### config.mk
export PLATFORM = sky130hd
export DESIGN_NAME = load_store_group_decoder
export DESIGN_NICKNAME = d
export VERILOG_FILES = /design/src/rtl/load_store_group_decoder.sv
export SDC_FILE = /design/constraint.sdc
export NUM_CORES = 1
export LEC_CHECK = 0
export CAP_MARGIN = 0
export CORE_MARGIN = 2
export CORE_UTILIZATION = 29
export CTS_BUF_LIST = sky130_fd_sc_hd__clkbuf_16
export DETAILED_ROUTE_END_ITERATION = 16
export PLACE_DENSITY = 0.77
export SYNTH_ARGS = -nofsm -noshare
export SYNTH_HDL_FRONTEND = slang
export SYNTH_SLANG_ARGS = --single-unit
export TNS_END_PERCENT = 10
### constraint.sdc
create_clock -name clk -period 2.2 [get_ports clk]
set_clock_uncertainty 0.1 [all_clocks]
set_input_delay 0.55 -clock clk [delete_from_list [all_inputs] [get_ports clk]]
set_output_delay 0.55 -clock clk [all_outputs]
set_load 0.03 [all_outputs]
### src/rtl/load_store_group_decoder.sv
`default_nettype none
// ============================================================================
// Module   : load_store_group_decoder
// Brief    : Control decoder for LD/ST/LDB/STB with seven addressing modes.
//            Define LDS_BYTE_OPS_EN to enable byte loads/stores.
// Revision : 1.0 - initial release
// ============================================================================
module load_store_group_decoder (
    input  logic       clk,
    input  logic       rst_n,
    input  logic [1:0] opf,
    input  logic [2:0] modef,
    input  logic       fetch,
    input  logic       decode,
    input  logic       execute,
    input  logic       commit,
    output logic       rega_en,
    output logic       regb_en,
    output logic       rega_wen,
    output logic       regb_wen,
    output logic [3:0] alu_opx,
    output logic [2:0] alua_srcx,
    output logic [2:0] alub_srcx,
    output logic [1:0] rega_dinx,
    output logic [1:0] rega_addrx,
    output logic [2:0] regb_addrx,
    output logic [1:0] rega_byte_enx,
    output logic [1:0] regb_byte_enx,
    output logic [1:0] data_busx,
    output logic [1:0] addr_busx,
    output logic       rdx,
    output logic       wrx,
    output logic       bytex,
    output logic [1:0] pc_offsetx
);

    localparam logic [3:0] c_ALU_ADD        = 4'd0;
    localparam logic [2:0] c_ALUA_ZERO      = 3'd0;
    localparam logic [2:0] c_ALUA_U5_0      = 3'd1;
    localparam logic [2:0] c_ALUA_TWO       = 3'd2;
    localparam logic [2:0] c_ALUA_MINUS_TWO = 3'd3;
    localparam logic [2:0] c_ALUB_REG_B     = 3'd0;
    localparam logic [1:0] c_DIN_DATA_BUS   = 2'd0;
    localparam logic [1:0] c_RA_ARGA        = 2'd0;
    localparam logic [2:0] c_RB_ARGB        = 3'd0;
    localparam logic [2:0] c_RB_RFP         = 3'd1;
    localparam logic [2:0] c_RB_RSP         = 3'd2;
    localparam logic [2:0] c_RB_RRS         = 3'd3;
    localparam logic [1:0] c_BE_WORD        = 2'b11;
    localparam logic [1:0] c_BE_LOW         = 2'b01;
    localparam logic [1:0] c_DB_MEM         = 2'd0;
    localparam logic [1:0] c_DB_REGA_DOUT   = 2'd1;
    localparam logic [1:0] c_AB_PC          = 2'd0;
    localparam logic [1:0] c_AB_ALUB_DATA   = 2'd1;
    localparam logic [1:0] c_AB_ALU_R       = 2'd2;
    localparam logic [1:0] c_AB_HERE        = 2'd3;
    localparam logic [1:0] c_PCO_NONE       = 2'd0;
    localparam logic [1:0] c_PCO_SKIP_WORD  = 2'd1;
    localparam logic [2:0] c_MODE_RESERVED  = 3'd7;

    logic [1:0] r_opf;
    logic [2:0] r_modef;
    logic       w_active;
    logic       w_load;
    logic       w_byte_op;

    always_ff @(posedge clk or negedge rst_n) begin
        if (!rst_n) begin
            r_opf   <= 2'b00;
            r_modef <= 3'b000;
        end else if (decode) begin
            r_opf   <= opf;
            r_modef <= modef;
        end
    end

    // Reset is folded in directly so outputs drop to defaults the instant it asserts.
    assign w_active = rst_n && (execute || commit) && !fetch && !decode
                      && (r_modef != c_MODE_RESERVED);
    assign w_load   = !r_opf[0];

`ifdef LDS_BYTE_OPS_EN
    assign w_byte_op = r_opf[1];
`else
    logic w_unused_opf;
    assign w_unused_opf = r_opf[1];
    assign w_byte_op    = 1'b0;
`endif

    always_comb begin
        rega_en       = 1'b0;
        regb_en       = 1'b0;
        rega_wen      = 1'b0;
        regb_wen      = 1'b0;
        alu_opx       = c_ALU_ADD;
        alua_srcx     = c_ALUA_ZERO;
        alub_srcx     = c_ALUB_REG_B;
        rega_dinx     = c_DIN_DATA_BUS;
        rega_addrx    = c_RA_ARGA;
        regb_addrx    = c_RB_ARGB;
        rega_byte_enx = c_BE_WORD;
        regb_byte_enx = c_BE_WORD;
        data_busx     = c_DB_MEM;
        addr_busx     = c_AB_PC;
        rdx           = 1'b0;
        wrx           = 1'b0;
        bytex         = 1'b0;
        pc_offsetx    = c_PCO_NONE;

        if (w_active) begin
            rega_en = 1'b1;
            regb_en = 1'b1;

            case (r_modef)
                3'd0: begin alua_srcx = c_ALUA_ZERO;      addr_busx = c_AB_ALUB_DATA; end
                3'd1: begin alua_srcx = c_ALUA_TWO;       addr_busx = c_AB_ALUB_DATA; end
                3'd2: begin alua_srcx = c_ALUA_MINUS_TWO; addr_busx = c_AB_ALU_R;     end
                3'd3: begin alua_srcx = c_ALUA_ZERO;      addr_busx = c_AB_HERE;      end
                3'd4: begin alua_srcx = c_ALUA_U5_0; addr_busx = c_AB_ALU_R; regb_addrx = c_RB_RFP; end
                3'd5: begin alua_srcx = c_ALUA_U5_0; addr_busx = c_AB_ALU_R; regb_addrx = c_RB_RSP; end
                3'd6: begin alua_srcx = c_ALUA_U5_0; addr_busx = c_AB_ALU_R; regb_addrx = c_RB_RRS; end
                default: ;
            endcase

            if (w_load) begin
                rdx      = 1'b1;
                rega_wen = commit;
            end else begin
                data_busx = c_DB_REGA_DOUT;
                wrx       = commit;
            end

            // Auto-increment/decrement modes write the ALU result back to Rb.
            regb_wen = commit && ((r_modef == 3'd1) || (r_modef == 3'd2));
            if (commit && (r_modef == 3'd3))
                pc_offsetx = c_PCO_SKIP_WORD;

            if (w_byte_op) begin
                bytex         = 1'b1;
                rega_byte_enx = c_BE_LOW;
            end
        end
    end

endmodule
`default_nettype wire

==> results.cfg, run 1 <==
[timing]
final_hold_viol_count = 0
max_freq_ghz = 0.448
rsz0062_at_grt = yes
whs_ps = 134
tightest_slew_ps = 634
post-route-period-util_pct = 101
tns_ps = -90.4
slew_viol_final = 0
setup_viol = 4
finalWorstSetupSlack_ps = -31.1
period_needed_ps = 2230
relSlewSlack_pct = 57.5

[placed_design]
gp_congestion = 0.719
io_buffers = 23
hpwl_um = 851

[grt]
grt_pass1_vias = 380
grtUsageTotal_pct = 12.7
antenna_found_initial = 0
use_met2_pct = 18.0
grt_pass1_wl_um = 1700
grt_start_max_net_pins = 10
grt.met1_usage_pct = 15.3
grt_overflow = 0
busiest_layer = met2
use_met3_pct = 4.08

[die]
start_util_pct = 31.4
std_cell_rows = 14
die_area_um2 = 1990
coreArea_um2 = 1520
io_pins = 45
die_h_um = 44.7
die_width_um = 44.7

[setup_path]
cpPeakStageDelay_ps = 500
cp_slowest_cell = or3b_4
path_cells = buf_6 > or3b_4 > nor4_4 > buf_4
cp-start-kind = input pin
arrival_ps = 1580
worstPathMaxFanout = 7
end_kind = output port
crit_required_ps = 1550
critPathKind = input pin to output port

[finish]
drive_above_1_share_pct = 54.8
final_cell_mix = 20 x conb_1, 16 x buf_4, 8 x nor4_4
fillCellCount = 126
layout.nets = 97
layout_commonest_cell = conb_1
syn_to_final_growth_pct = 91.6
insertedDiodeCount = 0

[clock_tree]
cts.clk_slew.worst_paths_ps = 30
clkSinkCount = 4
cts_root_buffer = clkbuf_16
cts_buffer_depth = 2
numCtsBuffers = 3
cts_max_level = 1
cts_tree = done
clock_latency_ps = 220
hold_buffers = 0

[power]
ir_drop_uv = 700
power_density_nw_per_um2 = 604
leakage_uw = 0.000393
p_total_uw = 554

[outcome]
outcome = finished, violations left
violations = setup timing

[synthesis]
synth_area_leaders = buf_4 33%, dfrtp_1 21%, nor4_1 10%
synthCells = 58
synth_top_area_share_pct = 32.9
synth_top_family_by_area = buffers and inverters
ys_ff_latch = 4
yosysTopAreaCell = buf_4
synthAdderAreaFrac_pct = 0
synth.distinct_cells = 19
ys_seq_area_share_pct = 20.9
synth_mux_area_share_pct = 7.05
netlist_area_um2 = 479
yosys_warnings = 0
avgSynthCellArea_um2 = 8.26
synth-compound-area-share_pct = 2.61
yosys.area_share.simple_pct = 27.7
synth-xor-area-share_pct = 1.83

[route]
wl_um = 1130
num_vias = 452
firstDrtPassIters = 2
routed_via_density = 4.52
dr.first_iter.drc_count = 3
route.detailed.drc = 0
ant_nets = 0
wire_per_inst_um = 11.3

[hold_path]
hp-class = input pin to async pin

[flow_run]
cap_violations = 0
## Yosys cell counts, drive strengths merged
library cell and instances:
mux2 3, nand2 2, nor3 1, conb 2, nor4b 3, nor2 2
and3 1, clkbuf 2, xnor2 1, inv 2, buf 22, or3b 1
nor4 8, nand2b 2, o21ai 1, dfrtp 4, a211oi 1
## critical path, delay by kind of cell
family        cells  cell delay, ps
buf+inv           2             300
simple gates      2             730
## per-layer routing
metal / part of all wire (%) / vias up
li1: - / 215
met1: 39 / 202
met2: 46 / 31
met3: 11 / 4
met4: 3.2 / 0
met5: 0 / -
## metrics by stage
| stage | utilization [%] | setup WS (ps) | cell area (um^2) | instances |
|---|---|---|---|---|
| global placement | 50.4 | -502 | 768 | 94 |
| detailed placement | 50.4 | -514 | 768 | 94 |
| global route | 60.3 | -77.1 | 918 | 100 |
| finish | 60.3 | -31.1 | 918 | 100 |
| CTS | 57.9 | -29.5 | 882 | 100 |
| floorplan | - | -110 | 722 | 76 |
## state kept, by name, summed over array words and instances (netlist names)
signal and flops:
r_modef 3, r_opf 1
## logic make-up (layout without fill, tap and decap cells)
logic type | Yosys count | after routing
XOR/XNOR | 1 | 1
AO/OA/AOI/OAI | 2 | 2
flip-flops | 4 | 4
buffers and inverters | 26 | 33
AND/OR/NAND/NOR | 20 | 21
other | 2 | 20
multiplexers | 3 | 3
## worst paths after layout
kind	from	end	slack [ps]	cells after the start
max	fetch	alua_srcx[1]	-30	4
min	rst_n	r_modef[1]$_DFFE_PN0P_	130	2
max reg2reg	r_modef[2]$_DFFE_PN0P_	r_modef[2]$_DFFE_PN0P_	1160	2
min reg2reg	r_modef[1]$_DFFE_PN0P_	r_modef[1]$_DFFE_PN0P_	560	1
max in group asynchronous	rst_n	r_modef[2]$_DFFE_PN0P_	1760	2
min in group clk	r_modef[1]$_DFFE_PN0P_	r_modef[1]$_DFFE_PN0P_	560	1
## area by class of cell
| class | instances | area, um^2 | area share [%] |
|---|---|---|---|
| Timing Repair Buffer | 28 | 258 | 28.1 |
| Tap cell | 16 | 20.0 | 2.18 |
| Sequential cell | 4 | 100 | 10.9 |
| Inverter | 2 | 7.51 | 0.817 |
| Clock buffer | 3 | 75.1 | 8.17 |
| Multi-Input combinational cell | 47 | 458 | 49.9 |
## power breakdown
part	switching [uW]	leakage [uW]	internal (uW)
Combinational	121	0.000309	59.9
Sequential	11.1	0.0000472	81.3
Clock	49.3	0.0000370	232
## timing repair
| item | 4_1_cts | 5_1_grt |
|---|---|---|
| setup endpoints to repair | 14 | 14 |
| hold endpoints to repair | 0 | 0 |
| pin swaps | 4 | 3 |
| resized for setup | 19 | 8 |
| gates cloned | 1 | 0 |
| setup buffers | 2 | 0 |
No activity file was read; power rests on OpenSTA's default activity.
==> inputs of run 2 (changes only) <==
CTS_CLUSTER_SIZE = 40   (was unset)
==> results of run 2 <==
The final DEF is identical to that of run 1; final timing and power are the same.
